### config.mk
export PLATFORM = sky130hd
export DESIGN_NAME = vga_layer_compositor
export DESIGN_NICKNAME = d
export VERILOG_FILES = /design/src/rtl/vga_pkg.sv /design/src/rtl/vga_timing_gen.sv /design/src/rtl/vga_layer_compositor.sv
export SDC_FILE = /design/constraint.sdc
export NUM_CORES = 1
export LEC_CHECK = 0
export ABC_AREA = 1
export CELL_PAD_IN_SITES_DETAIL_PLACEMENT = 1
export CELL_PAD_IN_SITES_GLOBAL_PLACEMENT = 2
export CORE_ASPECT_RATIO = 1.2
export CORE_UTILIZATION = 33
export CTS_BUF_LIST = sky130_fd_sc_hd__clkbuf_8
export DETAILED_ROUTE_END_ITERATION = 7
export PLACE_DENSITY_LB_ADDON = 0.1
export SETUP_SLACK_MARGIN = 0.15
export SLEW_MARGIN = 20
export SYNTH_ARGS = -nofsm -noshare
export SYNTH_HDL_FRONTEND = slang
export SYNTH_SLANG_ARGS = --single-unit
### constraint.sdc
create_clock -name clk -period 11.2 [get_ports clk]
set_input_delay 1.12 -clock clk [delete_from_list [all_inputs] [get_ports clk]]
set_output_delay 1.12 -clock clk [all_outputs]
set_load 0.05 [all_outputs]
### src/rtl/vga_pkg.sv
// vga_pkg: shared definitions for the VGA layer compositor.
// Default 800x600@72 timing, the rgb_t pixel struct and the sync-window
// compare used by the timing generator.
package vga_pkg;

  localparam int H_ACTIVE_DEF = 800;
  localparam int H_FP_DEF     = 56;
  localparam int H_SYNC_DEF   = 120;
  localparam int H_BP_DEF     = 64;
  localparam int V_ACTIVE_DEF = 600;
  localparam int V_FP_DEF     = 37;
  localparam int V_SYNC_DEF   = 6;
  localparam int V_BP_DEF     = 23;

  // Widest colour channel the compositor supports; narrower channels sit in
  // the low bits of each field.
  localparam int RGB_MAX_W = 8;

  typedef struct packed {
    logic [RGB_MAX_W-1:0] r;
    logic [RGB_MAX_W-1:0] g;
    logic [RGB_MAX_W-1:0] b;
  } rgb_t;

  // True when pos lies in the window [lo, lo+len-1].
  function automatic logic in_window(input int pos, input int lo, input int len);
    return (pos >= lo) && (pos < lo + len);
  endfunction

endpackage

### src/rtl/vga_timing_gen.sv
// vga_timing_gen: raster counters (stage 0) for the VGA compositor.
// Produces hcount/vcount, asserted-sync flags, the active-video flag, the
// frame_start pulse and the shadow-load strobe at the end of the last
// visible line. All decode outputs are combinational from the counters.
module vga_timing_gen
  import vga_pkg::*;
#(
  parameter int H_ACTIVE = H_ACTIVE_DEF,
  parameter int H_FP     = H_FP_DEF,
  parameter int H_SYNC   = H_SYNC_DEF,
  parameter int H_BP     = H_BP_DEF,
  parameter int V_ACTIVE = V_ACTIVE_DEF,
  parameter int V_FP     = V_FP_DEF,
  parameter int V_SYNC   = V_SYNC_DEF,
  parameter int V_BP     = V_BP_DEF,
  parameter int COORD_W  = 11
) (
  input  logic               clk_i,
  input  logic               rst_i,
  output logic [COORD_W-1:0] hcount_o,
  output logic [COORD_W-1:0] vcount_o,
  output logic               hs_on_o,
  output logic               vs_on_o,
  output logic               active_o,
  output logic               frame_start_o,
  output logic               shadow_load_o
);

  localparam int H_TOTAL = H_ACTIVE + H_FP + H_SYNC + H_BP;
  localparam int V_TOTAL = V_ACTIVE + V_FP + V_SYNC + V_BP;

  localparam logic [COORD_W-1:0] H_LAST  = COORD_W'(H_TOTAL - 1);
  localparam logic [COORD_W-1:0] V_LAST  = COORD_W'(V_TOTAL - 1);
  localparam logic [COORD_W-1:0] H_ACT_C = COORD_W'(H_ACTIVE);
  localparam logic [COORD_W-1:0] V_ACT_C = COORD_W'(V_ACTIVE);
  localparam logic [COORD_W-1:0] V_LOAD  = COORD_W'(V_ACTIVE - 1);

  logic [COORD_W-1:0] hcount_q, hcount_d;
  logic [COORD_W-1:0] vcount_q, vcount_d;
  logic               line_end;

  assign line_end = (hcount_q == H_LAST);

  // Next raster position: h wraps every line, v advances on each h wrap.
  always_comb begin
    hcount_d = hcount_q + 1'b1;
    vcount_d = vcount_q;
    if (line_end) begin
      hcount_d = '0;
      vcount_d = (vcount_q == V_LAST) ? '0 : vcount_q + 1'b1;
    end
  end

  // Stage 0: raster counters.
  always_ff @(posedge clk_i or posedge rst_i) begin
    if (rst_i) begin
      hcount_q <= '0;
      vcount_q <= '0;
    end else begin
      hcount_q <= hcount_d;
      vcount_q <= vcount_d;
    end
  end

  assign hcount_o      = hcount_q;
  assign vcount_o      = vcount_q;
  assign hs_on_o       = in_window(int'(hcount_q), H_ACTIVE + H_FP, H_SYNC);
  assign vs_on_o       = in_window(int'(vcount_q), V_ACTIVE + V_FP, V_SYNC);
  assign active_o      = (hcount_q < H_ACT_C) && (vcount_q < V_ACT_C);
  assign frame_start_o = (hcount_q == '0) && (vcount_q == '0);
  // Last pixel of the last visible line: geometry swaps during blanking.
  assign shadow_load_o = line_end && (vcount_q == V_LOAD);

endmodule

### src/rtl/vga_layer_compositor.sv
// vga_layer_compositor: VGA raster engine with an N-layer rectangle
// compositor. Layer geometry/colour is captured into shadow registers at the
// end of the last visible line so updates never tear mid-frame.
// Pipeline: stage 0 counters, stage 1 hit vector + sync/active, stage 2
// priority-muxed colour and sync pins (2-cycle latency from hcount/vcount).
// Optional: define VGA_TEST_PATTERN_EN to add the test_mode input, which
// replaces the layers with 8 vertical colour bars.
module vga_layer_compositor
  import vga_pkg::*;
#(
  parameter int H_ACTIVE   = H_ACTIVE_DEF,
  parameter int H_FP       = H_FP_DEF,
  parameter int H_SYNC     = H_SYNC_DEF,
  parameter int H_BP       = H_BP_DEF,
  parameter int V_ACTIVE   = V_ACTIVE_DEF,
  parameter int V_FP       = V_FP_DEF,
  parameter int V_SYNC     = V_SYNC_DEF,
  parameter int V_BP       = V_BP_DEF,
  parameter bit HS_POL     = 1'b0,
  parameter bit VS_POL     = 1'b0,
  parameter int NUM_LAYERS = 4,
  parameter int COLOR_W    = 4,
  parameter int COORD_W    = 11
) (
  input  logic                            clk,
  input  logic                            rst,
  input  logic [NUM_LAYERS-1:0]           layer_en,
  input  logic [NUM_LAYERS*COORD_W-1:0]   layer_hfrom,
  input  logic [NUM_LAYERS*COORD_W-1:0]   layer_hto,
  input  logic [NUM_LAYERS*COORD_W-1:0]   layer_vfrom,
  input  logic [NUM_LAYERS*COORD_W-1:0]   layer_vto,
  input  logic [NUM_LAYERS*3*COLOR_W-1:0] layer_rgb,
  input  logic [3*COLOR_W-1:0]            bg_rgb,
`ifdef VGA_TEST_PATTERN_EN
  input  logic                            test_mode,
`endif
  output logic [COLOR_W-1:0]              vga_r,
  output logic [COLOR_W-1:0]              vga_g,
  output logic [COLOR_W-1:0]              vga_b,
  output logic                            vga_hs,
  output logic                            vga_vs,
  output logic                            vga_de,
  output logic [COORD_W-1:0]              hcount,
  output logic [COORD_W-1:0]              vcount,
  output logic                            frame_start
);

  localparam int CW = NUM_LAYERS * COORD_W;
  localparam int RW = NUM_LAYERS * 3 * COLOR_W;

  // Split a packed {R,G,B} word into the wide pixel struct.
  function automatic rgb_t to_rgb(input logic [3*COLOR_W-1:0] v);
    rgb_t p;
    p.r = RGB_MAX_W'(v[3*COLOR_W-1 -: COLOR_W]);
    p.g = RGB_MAX_W'(v[2*COLOR_W-1 -: COLOR_W]);
    p.b = RGB_MAX_W'(v[COLOR_W-1 -: COLOR_W]);
    return p;
  endfunction

  // ---------------------------------------------------------------- stage 0
  logic [COORD_W-1:0] h_p0, v_p0;
  logic               hs_on_p0, vs_on_p0, active_p0, load_p0;

  vga_timing_gen #(
    .H_ACTIVE (H_ACTIVE),
    .H_FP     (H_FP),
    .H_SYNC   (H_SYNC),
    .H_BP     (H_BP),
    .V_ACTIVE (V_ACTIVE),
    .V_FP     (V_FP),
    .V_SYNC   (V_SYNC),
    .V_BP     (V_BP),
    .COORD_W  (COORD_W)
  ) u_timing (
    .clk_i         (clk),
    .rst_i         (rst),
    .hcount_o      (h_p0),
    .vcount_o      (v_p0),
    .hs_on_o       (hs_on_p0),
    .vs_on_o       (vs_on_p0),
    .active_o      (active_p0),
    .frame_start_o (frame_start),
    .shadow_load_o (load_p0)
  );

  assign hcount = h_p0;
  assign vcount = v_p0;

  // Shadow copies of the layer inputs, the only geometry the raster sees.
  logic [NUM_LAYERS-1:0] en_q;
  logic [CW-1:0]         hfrom_q, hto_q, vfrom_q, vto_q;
  logic [RW-1:0]         rgb_q;
`ifdef VGA_TEST_PATTERN_EN
  logic                  test_q;
`endif

  // Capture layer inputs once per frame, during vertical blanking.
  always_ff @(posedge clk or posedge rst) begin
    if (rst) begin
      en_q    <= '0;
      hfrom_q <= '0;
      hto_q   <= '0;
      vfrom_q <= '0;
      vto_q   <= '0;
      rgb_q   <= '0;
`ifdef VGA_TEST_PATTERN_EN
      test_q  <= 1'b0;
`endif
    end else if (load_p0) begin
      en_q    <= layer_en;
      hfrom_q <= layer_hfrom;
      hto_q   <= layer_hto;
      vfrom_q <= layer_vfrom;
      vto_q   <= layer_vto;
      rgb_q   <= layer_rgb;
`ifdef VGA_TEST_PATTERN_EN
      test_q  <= test_mode;
`endif
    end
  end

  // Per-layer hit test; from>to on either axis can never satisfy both bounds.
  logic [NUM_LAYERS-1:0] hit_d;
  always_comb begin
    hit_d = '0;
    for (int i = 0; i < NUM_LAYERS; i++) begin
      hit_d[i] = en_q[i]
               && (hfrom_q[i*COORD_W +: COORD_W] <= h_p0)
               && (h_p0 <= hto_q[i*COORD_W +: COORD_W])
               && (vfrom_q[i*COORD_W +: COORD_W] <= v_p0)
               && (v_p0 <= vto_q[i*COORD_W +: COORD_W]);
    end
  end

`ifdef VGA_TEST_PATTERN_EN
  localparam int BAR_W = (H_ACTIVE / 8 > 0) ? H_ACTIVE / 8 : 1;
  logic [2:0] bar_d;
  assign bar_d = 3'(int'(h_p0) / BAR_W);
`endif

  // ---------------------------------------------------------------- stage 1
  logic [NUM_LAYERS-1:0] hit_p1_q;
  logic                  hs_p1_q, vs_p1_q, de_p1_q;
`ifdef VGA_TEST_PATTERN_EN
  logic [2:0]            bar_p1_q;
`endif

  // Register hit vector, sync levels and active flag.
  always_ff @(posedge clk or posedge rst) begin
    if (rst) begin
      hit_p1_q <= '0;
      hs_p1_q  <= ~HS_POL;
      vs_p1_q  <= ~VS_POL;
      de_p1_q  <= 1'b0;
`ifdef VGA_TEST_PATTERN_EN
      bar_p1_q <= '0;
`endif
    end else begin
      hit_p1_q <= hit_d;
      hs_p1_q  <= hs_on_p0 ? HS_POL : ~HS_POL;
      vs_p1_q  <= vs_on_p0 ? VS_POL : ~VS_POL;
      de_p1_q  <= active_p0;
`ifdef VGA_TEST_PATTERN_EN
      bar_p1_q <= bar_d;
`endif
    end
  end

  // Priority mux: lowest hitting index wins, background otherwise, black in blanking.
  rgb_t pix_d;
  logic pix_unused;
  always_comb begin
    pix_d = to_rgb(bg_rgb);
    for (int i = NUM_LAYERS - 1; i >= 0; i--) begin
      if (hit_p1_q[i]) begin
        pix_d = to_rgb(rgb_q[i*3*COLOR_W +: 3*COLOR_W]);
      end
    end
`ifdef VGA_TEST_PATTERN_EN
    if (test_q) begin
      pix_d.r = RGB_MAX_W'({COLOR_W{bar_p1_q[2]}});
      pix_d.g = RGB_MAX_W'({COLOR_W{bar_p1_q[1]}});
      pix_d.b = RGB_MAX_W'({COLOR_W{bar_p1_q[0]}});
    end
`endif
    if (!de_p1_q) begin
      pix_d = '0;
    end
  end

  // Bits above COLOR_W are always zero and intentionally dropped.
  assign pix_unused = ^pix_d;

  // ---------------------------------------------------------------- stage 2
  logic [COLOR_W-1:0] r_p2_q, g_p2_q, b_p2_q;
  logic               hs_p2_q, vs_p2_q, de_p2_q;

  // Register the pin outputs so colour, sync and DE stay mutually aligned.
  always_ff @(posedge clk or posedge rst) begin
    if (rst) begin
      r_p2_q  <= '0;
      g_p2_q  <= '0;
      b_p2_q  <= '0;
      hs_p2_q <= ~HS_POL;
      vs_p2_q <= ~VS_POL;
      de_p2_q <= 1'b0;
    end else begin
      r_p2_q  <= pix_d.r[COLOR_W-1:0];
      g_p2_q  <= pix_d.g[COLOR_W-1:0];
      b_p2_q  <= pix_d.b[COLOR_W-1:0];
      hs_p2_q <= hs_p1_q;
      vs_p2_q <= vs_p1_q;
      de_p2_q <= de_p1_q;
    end
  end

  assign vga_r  = r_p2_q;
  assign vga_g  = g_p2_q;
  assign vga_b  = b_p2_q;
  assign vga_hs = hs_p2_q;
  assign vga_vs = vs_p2_q;
  assign vga_de = de_p2_q;

endmodule

==> qor.yml <==
avgSynthCellArea_um2: 8.27
slew_headroom_pct: 15.8
finalMaxSlewViolations: 0
synthesis.instances: 1966
vias: 14023
fp.dieH_um: 245
clkSinkCount: 272
clk_pin_slew_worst_paths_ps: 60
fin_crit_sh_pct: 38.9
synthesis.area_um2: 16300
viasPerCell: 4.84
dp.cells: 2799
arrival_ps: 3240
final_hold_viol_count: 0
cts-hold-fix-buffers: 0
worstSetupPathType: "reg2out"
worstHoldStart: "vs_p1_q$_DFF_PP1_"
min_path_type: "reg2reg"
place_area_um2: 19300
slowest_delay_ps: 850
clock_skew_ps: 29.1
stdcell_count: 2896
portBuffers: 279
syn2layout_area_growth_pct: 24.9
cts_root_buf: "clkbuf_8"
drc_errors: 0
grt_overflow: 0
grt_max_degree: 229
crit_start: "u_timing.hcount_o[4]$_DFF_PP0_"
rows: 88
rsz0062_at_grt: "false"
antenna_found_initial: 1
place_ws_ps: 7250
synth_seq_cells: 272
r2r_cells: 8
internal_power_w: 0.00161
die_x_um: 205
rrSetupSlack_ps: 7330
wl_per_cell_um: 18.2
syn_nets: 2389
hpwl_mm: 38.2
p_clk_share_pct: 47.2
fin_crit_ps: 4360
setup_viol: 0
seqPwrFrac_pct: 46.6
yosysSeqAreaShare_pct: 41.9
drtAntennaViolNets: 0
vdd_ir_drop_max_mv: 0.0658
drt_iter0_markers: 522
clkLatencyLatePin_ps: 650
max_freq_mhz: 229
cts_tree: "built"
rr_startpoint: "u_timing.vcount_o[3]$_DFFE_PP0N_"
swShare_pct: 24.2
clockBufferDepth: 3
yosysWarnings: 0
top_usage_layer: "met2"
finalNetCount: 2645
ys.flop_type: "dfrtp_1"
crit_path_top_delay_cell: "clkdlybuf4s50_1"
pin_count: 280
crit_required_ps: 10080
gr-usage-met3_pct: 3.66
outcome: "complete, no violations"
grt_use_met2_pct: 37.3
postSynth.asyncResetShare_pct: 100
p_per_area_nw_per_um2: 104
gp_congestion: 0.814
cp-start-kind: "flop"
cts_inserted_buffers: 51
p_leak_nw: 9.99
r2r-end: "vto_q[42]$_DFFE_PP0P_"
stdcell_area_um2: 20300
whs_ps: 359
pwr-share-comb_pct: 6.2
cts-htree-levels: 2
cts_setup_buffers: 0
ctsResizeCount: 0
endpoint_kind: "output port"
worst-path-max-fanout: 9
grt_use_total_pct: 21.5
drive_gt1_share_pct: 8.87
worstPathCellList: "inv_1, nand3_2, nor4_1, nand2_1, nor2_1, clkdlybuf4s50_1"
min_to: "vga_vs$_DFF_PP1_"
worstMarginPinSlew_ps: 1260
grt_pass1_wl_mm: 83.9
setup_ws_ps: 6840
grt_pass1_vias: 15388
coreArea_um2: 48300
max_cap_viol_count: 0
grt_use_met1_pct: 26.7
initial_core_util_pct: 33.7
wirelength_mm: 52.6
p_switching_w: 0.000514
synth_cell_type_count: 34
die-area_um2: 50200
first_pass_iters: 4
synth-edff-count: 0
tns_ps: 0
hold_depth: 0
-- kinds of logic (layout without fill, tap and decap cells) --
| family | after synthesis | in the layout | share of synthesized area, % |
|---|---|---|---|
| AO/OA/AOI/OAI | 167 | 167 | 5.41 |
| buffers and inverters | 268 | 567 | 8.48 |
| adder cells (fa/ha/maj) | 181 | 181 | 13.9 |
| XOR/XNOR | 10 | 10 | 0.538 |
| flip-flops | 272 | 272 | 41.9 |
| AND/OR/NAND/NOR | 1055 | 1055 | 29.0 |
| multiplexers | 13 | 13 | 0.800 |
| other | 0 | 1 | 0 |
-- worst max-delay path by stage --
| stage | to | slack [ps] | cells past startpoint |
|---|---|---|---|
| 2_1_floorplan | de_p1_q$_DFF_PP0_ | 2590 | 1 |
| 3_3_place_gp | vto_q[39]$_DFFE_PP0P_ | 7330 | 8 |
| 3_5_place_dp | vto_q[40]$_DFFE_PP0P_ | 7250 | 8 |
| 4_1_cts | frame_start | 6680 | 6 |
| 5_1_grt | frame_start | 6570 | 6 |
| 6_report | frame_start | 6840 | 6 |
-- cell type report --
cell class	instances	area, um^2
sequential	272	6810
inverter	184	698
antenna	1	2.50
clock inverter	32	169
fill	5771	28000
clock buffer	64	881
tap	630	788
timing repair buffer	287	2880
multi-input combinational	1426	8090
-- layout by cell type (no fill, tap or decap), types with 3 or more instances in the layout --
cell type | netlist | routed
nand2_2 | 103 | 102
a21o_1 | 3 | 3
nor2_1 | 64 | 64
inv_1 | 176 | 199
ha_1 | 181 | 181
nand2_1 | 559 | 559
clkdlybuf4s50_1 | 0 | 279
xor2_1 | 10 | 10
inv_2 | 7 | 7
a21oi_1 | 97 | 97
dfrtp_1 | 268 | 268
nand4_1 | 27 | 27
mux2i_1 | 13 | 13
o21ai_0 | 52 | 52
nand3_1 | 279 | 279
clkbuf_8 | 0 | 64
nor4_1 | 3 | 3
dfstp_2 | 4 | 4
nor3_1 | 8 | 8
o21a_1 | 12 | 12
buf_4 | 11 | 6
clkinv_2 | 0 | 4
-- stage by stage --
| step | util [%] | power, W |
|---|---|---|
| 2_1_floorplan | - | 0.00103 |
| 3_3_place_gp | 39.9 | 0.00114 |
| 3_5_place_dp | 39.9 | 0.00114 |
| 4_1_cts | 42.0 | 0.00217 |
| 5_1_grt | 42.0 | 0.00221 |
| 6_report | 42.0 | 0.00212 |
-- per-layer routing --
layer	routed length, um	share of wire (%)
met4	1450	2.8
met2	25800	49
met1	23200	44
met3	2130	4.0
met5	0	0
-- power by group through the flow --
stage	registers (W)	logic [W]	clock network, W
after floorplan	0.00101	0.0000199	0
after global placement	0.00100	0.000134	0
after detailed placement	0.00100	0.000134	0
after CTS	0.000986	0.000135	0.00105
after global routing	0.000986	0.000142	0.00108
final	0.000986	0.000131	0.00100
-- critical path, delay by kind of cell (launching register included) --
kind	cells	cell delay, ps
buffers and inverters	2	1200
AND/OR/NAND/NOR	4	870
flip-flops	1	530
-- synth_stat cells, types with 11 or more instances --
| cell type | instances | area (um^2) |
|---|---|---|
| buf_2 | 26 | 130 |
| dfrtp_1 | 268 | 6710 |
| nand2_1 | 559 | 2100 |
| nand4_1 | 27 | 169 |
| o21a_1 | 12 | 90.1 |
| a21oi_1 | 97 | 485 |
| buf_4 | 11 | 82.6 |
| inv_1 | 176 | 661 |
| nand3_1 | 279 | 1400 |
| nor2_1 | 64 | 240 |
| ha_1 | 181 | 2260 |
| buf_6 | 40 | 450 |
| nand2_2 | 103 | 644 |
| o21ai_0 | 52 | 260 |
| mux2i_1 | 13 | 130 |
-- sequential cells by signal (all words and copies together) (netlist names) --
signal / cells
vga_hs: 1
vto_q: 44
u_timing.vcount_o: 11
de_p1_q: 1
en_q: 4
hfrom_q: 44
vga_g: 4
vga_b: 4
rgb_q: 48
hto_q: 44
vga_r: 4
vga_de: 1
hs_p1_q: 1
u_timing.hcount_o: 11
vs_p1_q: 1
hit_p1_q: 4
vga_vs: 1
vfrom_q: 44
Note: power is estimated with default switching activity, not from simulation.
